## src/rtl/fifo_ms_ctrl.sv

```systemverilog
// rtl/fifo_ms_ctrl.sv - multi-stream tagged FIFO: FLUX circular queues in one array,
// routed by write tag, with per-channel count, almost_full, flush and sticky error flags.
module fifo_ms_ctrl #(
   parameter int DATA_WIDTH = 8,
   parameter int DEPTH      = 4,
   parameter int FLUX       = 2,
   parameter int AF_MARGIN  = 1,
   parameter int TAG_WIDTH  = $clog2(FLUX),
   parameter int WIDTH      = DATA_WIDTH + TAG_WIDTH,
   parameter int CNT_W      = $clog2(DEPTH + 1)
) (
   input  logic                  clk,
   input  logic                  rst,
   input  logic                  wr_en,
   input  logic [WIDTH-1:0]      wr_din,
   input  logic [FLUX-1:0]       rd_en,
   output logic [WIDTH-1:0]      rd_dout,
   input  logic [FLUX-1:0]       flush,
   input  logic                  err_clr,
   output logic [FLUX-1:0]       full,
   output logic [FLUX-1:0]       empty,
   output logic [FLUX-1:0]       almost_full,
   output logic [FLUX*CNT_W-1:0] count,
   output logic [FLUX-1:0]       overflow,
   output logic [FLUX-1:0]       underflow,
   output logic                  bad_tag
);
   localparam int PTR_W  = $clog2(DEPTH);
   localparam int MEM_N  = FLUX * DEPTH;
   localparam int MEM_AW = $clog2(MEM_N);

   logic [WIDTH-1:0] mem [MEM_N];

   logic [FLUX-1:0][PTR_W-1:0] wp_q, wp_d, rp_q, rp_d;
   logic [FLUX-1:0][CNT_W-1:0] cnt_q, cnt_d;
   logic [FLUX-1:0]            ovf_q, ovf_d, udf_q, udf_d;
   logic                       bad_q, bad_d;

   logic [TAG_WIDTH-1:0] tag, sel;
   logic                 tag_ok, rd_any;
   logic [FLUX-1:0]      wr_go, pop_go;
   logic [MEM_AW-1:0]    waddr, raddr;

   function automatic logic [PTR_W-1:0] ptr_inc(input logic [PTR_W-1:0] p);
      return (p == PTR_W'(DEPTH - 1)) ? '0 : p + PTR_W'(1);
   endfunction

   assign tag    = wr_din[WIDTH-1 -: TAG_WIDTH];
   assign tag_ok = {1'b0, tag} < (TAG_WIDTH + 1)'(FLUX);

   // Lowest set rd_en bit wins; channel 0 drives rd_dout when nothing is requested.
   always_comb begin
      sel    = '0;
      rd_any = 1'b0;
      for (int c = FLUX - 1; c >= 0; c--) begin
         if (rd_en[c]) begin
            sel    = TAG_WIDTH'(c);
            rd_any = 1'b1;
         end
      end
   end

   always_comb begin
      wr_go  = '0;
      pop_go = '0;
      ovf_d  = ovf_q & ~{FLUX{err_clr}};
      udf_d  = udf_q & ~{FLUX{err_clr}};
      bad_d  = (bad_q & ~err_clr) | (wr_en & ~tag_ok);
      wp_d   = wp_q;
      rp_d   = rp_q;
      cnt_d  = cnt_q;
      for (int c = 0; c < FLUX; c++) begin
         // Flush swallows any same-cycle traffic on its channel without raising flags.
         if (!flush[c]) begin
            if (rd_any && sel == TAG_WIDTH'(c)) begin
               if (cnt_q[c] != '0) pop_go[c] = 1'b1;
               else                udf_d[c]  = 1'b1;
            end
            if (wr_en && tag_ok && tag == TAG_WIDTH'(c)) begin
               if (cnt_q[c] != CNT_W'(DEPTH) || pop_go[c]) wr_go[c] = 1'b1;
               else                                        ovf_d[c] = 1'b1;
            end
         end
         if (flush[c]) begin
            wp_d[c]  = '0;
            rp_d[c]  = '0;
            cnt_d[c] = '0;
         end else begin
            if (wr_go[c])  wp_d[c] = ptr_inc(wp_q[c]);
            if (pop_go[c]) rp_d[c] = ptr_inc(rp_q[c]);
            cnt_d[c] = cnt_q[c] + CNT_W'(wr_go[c]) - CNT_W'(pop_go[c]);
         end
      end
   end

   always_comb begin
      for (int c = 0; c < FLUX; c++) begin
         full[c]        = (cnt_q[c] == CNT_W'(DEPTH));
         empty[c]       = (cnt_q[c] == '0);
         almost_full[c] = (cnt_q[c] >= CNT_W'(DEPTH - AF_MARGIN));
      end
   end

   assign count     = cnt_q;
   assign overflow  = ovf_q;
   assign underflow = udf_q;
   assign bad_tag   = bad_q;

   assign waddr   = MEM_AW'(int'(tag) * DEPTH + int'(wp_q[tag]));
   assign raddr   = MEM_AW'(int'(sel) * DEPTH + int'(rp_q[sel]));
   assign rd_dout = mem[raddr];

   always_ff @(posedge clk) begin
      if (rst) begin
         wp_q  <= '0;
         rp_q  <= '0;
         cnt_q <= '0;
         ovf_q <= '0;
         udf_q <= '0;
         bad_q <= 1'b0;
      end else begin
         wp_q  <= wp_d;
         rp_q  <= rp_d;
         cnt_q <= cnt_d;
         ovf_q <= ovf_d;
         udf_q <= udf_d;
         bad_q <= bad_d;
      end
   end

   always_ff @(posedge clk) begin
      if (|wr_go) mem[waddr] <= wr_din;
   end
endmodule

```

## config.mk

```make
export PLATFORM = sky130hd
export DESIGN_NAME = fifo_ms_ctrl
export DESIGN_NICKNAME = d
export VERILOG_FILES = /design/src/rtl/fifo_ms_ctrl.sv
export SDC_FILE = /design/constraint.sdc
export NUM_CORES = 1
export LEC_CHECK = 0
export ABC_AREA = 1
export CORE_MARGIN = 2
export CORE_UTILIZATION = 50
export CTS_CLUSTER_SIZE = 20
export DETAILED_ROUTE_END_ITERATION = 10
export HOLD_SLACK_MARGIN = 0.15
export PLACE_DENSITY = 0.82
export SYNTH_ARGS = -nofsm -noshare
export SYNTH_HDL_FRONTEND = slang
export SYNTH_SLANG_ARGS = --single-unit
```

## constraint.sdc

```tcl
create_clock -name clk -period 2.5 [get_ports clk]
set_input_delay 0.75 -clock clk [delete_from_list [all_inputs] [get_ports clk]]
set_output_delay 0.75 -clock clk [all_outputs]
set_load 0.01 [all_outputs]
```

### Word-level counts from Yosys, hierarchy flattened

Memories as Yosys holds them, arrays and structs flattened.
Index checks and enable logic that the tools add are counted.

| storage, ports and cells | value |
|---|---|
| register bits after elaboration | 19 |
| RAM bits | 72 |
| output and inout port bits | 26 |
| memories kept | 1 |

| operators by class | value |
|---|---|
| $add $sub $neg | 10 |
| $lt $le $gt $ge | 4 |
| eq/ne operators | 8 |
| multiplexer cells | 39 |
| bitwise gates (word level) | 7 |
| reductions and logical operators | 13 |

Memories:

| memory | words | bits a word | rd ports | clocked after memory_dff | wr ports | RTL line | RTL |
|---|---|---|---|---|---|---|---|
| mem | 8 | 9 | 1 | 0 | 1 | 32 | `logic [WIDTH-1:0] mem [MEM_N];` |

Operators by type and width:

| cell | number |
|---|---|
| $mux W1 | 31 |
| $mux W2 | 8 |
| $add A2 B1 Y2 const B | 4 |
| $eq A2 B2 Y1 const B | 4 |
| $add A3 B1 Y3 | 2 |
| $add A3 B2 Y3 | 2 |
| $eq A3 B3 Y1 const B | 2 |
| $ge A3 B2 Y1 const B | 2 |
| $logic_not A3 Y1 | 2 |
| $ne A3 B3 Y1 const B | 2 |
| $reduce_bool A3 Y1 | 2 |
| $reduce_or A2 Y1 | 3 |
| $sub A3 B1 Y3 | 2 |
| $and A2 B2 Y2 | 2 |
| $logic_and A1 B1 Y1 | 4 |
| $lt A1 B2 Y1 const B | 2 |
| $not A1 Y1 | 3 |
| $logic_or A1 B1 Y1 | 2 |
| $not A2 Y2 | 1 |
| $and A1 B1 Y1 | 1 |

### Depth between registers and ports, before layout

| logic depth | value |
|---|---|
| depth in word-level cells | 13 |
| gate-level depth with buffers | 12 |

### Worst setup path after synthesis

Ideal clock, no wire load.

| timing | value |
|---|---|
| path type | input to register |
| start point | input rd_en[0] |
| end point | memory mem[4][0] (netlist name), enable pin |
| setup time | 387 ps |
| data arrival time | 1953 ps |
| required time | 2113 ps |
| setup slack | 160 ps |
| stages on the path | 7 |
| path through | inv_2 -> nand2_4 -> nand2_1 -> nand2_1 -> nand2_1 -> inv_1 -> nor3_1 |

| on the way | value |
|---|---|
| cells in the longest elaborated chain, start to end | 12 |

RTL lines:

| what | RTL line | RTL |
|---|---|---|
| from (decl) | 16 | `input logic [FLUX-1:0] rd_en,` |
| $mux W1 | 56 | `if (rd_en[c]) begin` |
| $not A1 Y1 | 75 | `if (rd_any && sel == TAG_WIDTH'(c)) begin` |
| $logic_and A1 B1 Y1 | 75 |  |
| $mux W1 | 75 |  |
| $mux W1 | 74 | `if (!flush[c]) begin` |
| $logic_or A1 B1 Y1 | 80 | `if (cnt_q[c] != CNT_W'(DEPTH) \|\| pop_go[c]) wr_go[c] = 1'b1;` |
| $mux W1 | 80 |  |
| $mux W1 | 79 | `if (wr_en && tag_ok && tag == TAG_WIDTH'(c)) begin` |
| $mux W1 | 74 |  |
| $reduce_or A2 Y1 * | 132 | `if (\|wr_go) mem[waddr] <= wr_din;` |
| $mux W1 * | 132 |  |
| $mux W1 (implied by the code) * | 132 |  |
| to (decl) | 32 |  |

Mark *: on every way between the ends. The rest lies on a longest branch, timed or not. The select of a mux whose other input is x is not followed.

### Worst setup path after layout

| timing | value |
|---|---|
| start point | input rd_en[0] |
| end point | output rd_dout[5] |

| on the way | value |
|---|---|
| cells in the longest elaborated chain, start to end | 5 |

RTL lines:

| what | RTL line | RTL |
|---|---|---|
| $mux W1 * | 56 |  |
| $mux W2 (implied by the code) (2 in series) | 110 | `assign raddr = MEM_AW'(int'(sel) * DEPTH + int'(rp_q[sel]));` |
| $add A3 B2 Y3 * | 110 |  |
| $mem_v2 Z8 W9 * | n/a |  |
| to (decl) | 17 | `output logic [WIDTH-1:0] rd_dout,` |

Marked as above.

==> impl_summary.log <==
[metrics] run status: complete, but fails checks
[metrics] violated checks: negative setup slack
[metrics] WP buf/inv: 6
[metrics] ordered cell list for the critical path: buf_8 -> inv_8 -> buf_6 -> nand3_4 -> buf_6 -> buf_16 -> nand3_2 -> nand3_2 -> nand2_2 -> nand2_2 -> nand2_2 -> buf_6
[metrics] clock tree from TritonCTS: built
[metrics] power share of the clock group: between 30% and 40%
[metrics] via count of the first global-routing pass: 3,704
[metrics] startpoint type of the worst setup path: input port
[metrics] required time reported for the critical path endpoint: 1.75 ns
[metrics] Cell Rows: 33
[metrics] Die Footprint: ~9400 µm²
[metrics] number of distinct standard cells referenced by the synthesized netlist: 26
[metrics] Static Leak: between 2 and 3 nW
[metrics] final count of hold timing violations: 0
[metrics] critical setup path kind: input port to primary output
[metrics] cts hold-fix bufs: 0
[metrics] max_cap viols: 0
[metrics] top-count cell post-synth: inv_1
[metrics] average detailed-routed wire length per instance: around 18 µm
[metrics] ANT nets after route: 0
[metrics] post-synthesis async set-or-reset flop share: 0%
[metrics] Crit Path Max Fanout: 6
[metrics] count of inserted antenna diode cells: 0
[metrics] maximum number of pins on one net before global-route repair: 19
[metrics] Hold/Removal Path Class: flop to flop
[metrics] initial antenna violation count: 0
[metrics] worst path setup slack after routing: -0.216 ns
[metrics] IO Count: 43
[metrics] total wirelength of the detailed-routed design: around 12,000 µm
[metrics] die width: 97.0 µm
[metrics] sw frac: roughly 24%
[metrics] P_sw: about 710 µW
[metrics] Setup TNS Final: -1.61 ns
[metrics] GPL Wtd Cong: between 0.8 and 0.9
[metrics] Initial Util: about 52%
[metrics] Overflow after GRT: 0
[metrics] endpoint kind of the worst setup timing path: primary output
[metrics] cell types with the largest area share after synthesis: edfxtp_1, nand3_1, inv_1
[metrics] Core Area: slightly above 8000 µm²
[metrics] dominant synthesized flop cell: edfxtp_1
[metrics] number of H-tree branching levels: 3
[metrics] DR vias: roughly 3,600
[metrics] R2R depth: 10
[metrics] portion of the post-synthesis area used by sequential elements: around three fifths
[metrics] First-pass DRT Iterations: 5
[metrics] routed wl met3: roughly 820 µm
[metrics] fin area: ~5800 µm²
[metrics] cell chosen for the clock root: clkbuf_8
[metrics] Internal Pwr Total: about 2.2 mW
[metrics] maximum single-stage delay on the critical path: around 0.18 ns
[metrics] synthesized netlist cell count: about 460
[metrics] DR DRC count: 0
[metrics] hold slack: 0.436 ns
[metrics] mean cell area of the mapped netlist: 9.33 µm²
[metrics] non-filler cells, final: 666
[metrics] Top Family by Delay on Critical Path: buffers and inverters
[metrics] number of cells on the critical path: 12
[metrics] total routing resource utilization after global routing: around a quarter
[metrics] number of warning messages in the yosys log: 0
[metrics] IR Drop Worst-Case VDD: between 0.2 and 0.3 mV
[metrics] Sinks on Clock Net: between 90 and 100
[metrics] commonest cells in the synthesized netlist: inv_1, nand2_1, nand3_1, edfxtp_1, nor2_1
[metrics] area leader, netlist: edfxtp_1
[metrics] number of enable flip-flop cells after synthesis: 72
[metrics] count of final setup violators: 9
[metrics] Cell Pwr Density: ~510 nW/µm²
[metrics] slew at the pin closest to its max-slew limit: just under 0.4 ns
[metrics] vertical die dimension: just under 100 µm
[metrics] net count after synthesis: 492
[metrics] clock tree buffer depth: 2
[metrics] layout cell share with drive strength beyond 1: approximately a quarter
[metrics] setup repair after global routing missed its margin: true
[metrics] sequential share of power: roughly 56%
[metrics] Net count, final: 585
[metrics] Inst Count DP: between 600 and 700
[metrics] Inserted Clock Buffers: 9
[metrics] cell area after technology mapping: 4320 µm²
[metrics] Slew headroom: about three quarters
[metrics] met2 routed WL: between 5000 and 6000 µm
[metrics] quantity of I/O buffers inserted on ports: 42
[metrics] Placed Area: roughly 5000 µm²
[metrics] clock-pin slew on the worst setup and hold paths: roughly 0.080 ns
[metrics] drt initial violations: about 280
[metrics] source-to-sink clock delay at the later pin of the worst-skew pair: between 0.3 and 0.4 ns
[metrics] Achievable Freq: ~0.37 GHz
[metrics] cell depth of the worst min-delay path: 2
[metrics] time the final worst path needs with I/O delays and setup: 2.72 ns
[metrics] share of Yosys cell area claimed by the top area cell type: 50.0%
[metrics] post-route clock period utilization: 109%
[metrics] worst endpoint data arrival time: about 2 ns
[metrics] HPWL after DPL: between 6000 and 7000 µm
[metrics] number of vias per cell after detailed routing: around 5.5
[metrics] Seq cells post-synth: between 90 and 100
[metrics] combinational share of power: under 10%
[metrics] PnR Total Power: 2.95 mW
[metrics] total count of max-transition violations in the final report: 0
[metrics] WL met1: between 4000 and 5000 µm
[metrics] critical-path cell with the highest stage delay: buf_6
[metrics] Max Clock Skew: 0.0172 ns
[metrics] first-pass GRT wire length: between 15,000 and 20,000 µm
[metrics] fill cell count: roughly 570
[metrics] highest signal layer in the routed design: met4
[metrics] area added between synthesis and finish: 34.5%
[per-stage QoR]
stage | setup slack [ns] | util, %
floorplan | 0.160 | -
global placement | -0.967 | 60.8
detailed placement | -1.04 | 60.8
CTS | -0.142 | 69.5
global route | -0.263 | 70.0
finish | -0.216 | 70.0
[routing by layer]
metal / vias up / global-route usage [%]
li1: 1684 / -
met1: 1708 / 30.1
met2: 187 / 45.4
met3: 54 / 4.19
met4: 0 / 15.2
met5: - / 0
[sequential cells by signal, indices dropped and copies added (netlist names)]
signal,cells
underflow,2
mem,72
wp_q,4
rp_q,4
bad_tag,1
overflow,2
count,6
[repair_timing]
item	4_1_cts	5_1_grt
endpoints found under the setup margin	11	15
resized for setup	119	13
setup buffers	13	0
pin swaps	44	8
cloned	8	0
[power groups by stage]
stage               registers [mW]  logic [mW]  clock network [mW]
floorplan                     1.69       0.105                   0
global placement              1.69       0.226                   0
detailed placement            1.69       0.233                   0
CTS                           1.66       0.267                1.01
global route                  1.66       0.298                1.09
finish                        1.66       0.276                1.02
[area by class of cell]
type,count,area [µm²],area share (%)
clock inverter,7,73.8,1.27
inverter,110,420,7.23
sequential,91,2540,43.8
multi-input combinational,253,1580,27.2
clock buffer,9,124,2.13
tap,105,131,2.26
timing repair buffer,91,935,16.1
[worst min-delay path, stage by stage (launching register included)]
cell and delay (ns):
dfxtp_1 0.32, inv_1 0.05, nor2_1 0.04
[worst paths after layout]
kind                       start             endpoint  slack [ns]
max                     rd_en[0]           rd_dout[5]       -0.22
max reg2reg  count[1]$_SDFF_PP0_  count[2]$_SDFF_PP0_        0.50
min           bad_tag$_SDFF_PP0_   bad_tag$_SDFF_PP0_        0.44
min reg2reg   bad_tag$_SDFF_PP0_   bad_tag$_SDFF_PP0_        0.44
[cells in the final DEF (no fill, tap or decap), types with 2 or more instances in the layout]
master           netlist  layout
nand2_2                2      10
inv_6                  0       3
nand2_1               88      79
buf_4                  1      28
o22ai_1                3       3
buf_2                  4       9
a21oi_1                4       4
buf_8                  0       5
buf_6                  4      11
dfxtp_2                0       2
nand3_2                0      24
dfxtp_1               19      17
clkbuf_8               0       9
nand3_4                1       7
ha_1                  10      10
o21ai_0               10      10
nor2_1                22      21
clkinv_2               0       2
nand2_8                0       5
nand3_1               88      58
buf_12                 0       4
edfxtp_1              72      72
nand2_4                3       2
nand4_1                2       2
nor3_1                10      10
inv_1                108     108
fa_1                   2       2
buf_16                 0       2
clkdlybuf4s50_1        0      30
[kinds of logic (layout without fill, tap and decap cells)]
group                      count (synthesis)  after routing  share of synthesized area, %
AOI/OAI and AO/OA                         19             19                          2.61
xor gates and xnor gates                   2              2                         0.406
adders and majority gates                 12             12                          3.82
buffers and inverters                    122            217                          11.5
DFF                                       91             91                          58.8
and+or+nand+nor                          217            220                          22.8
(Power assumes the default switching activity.)
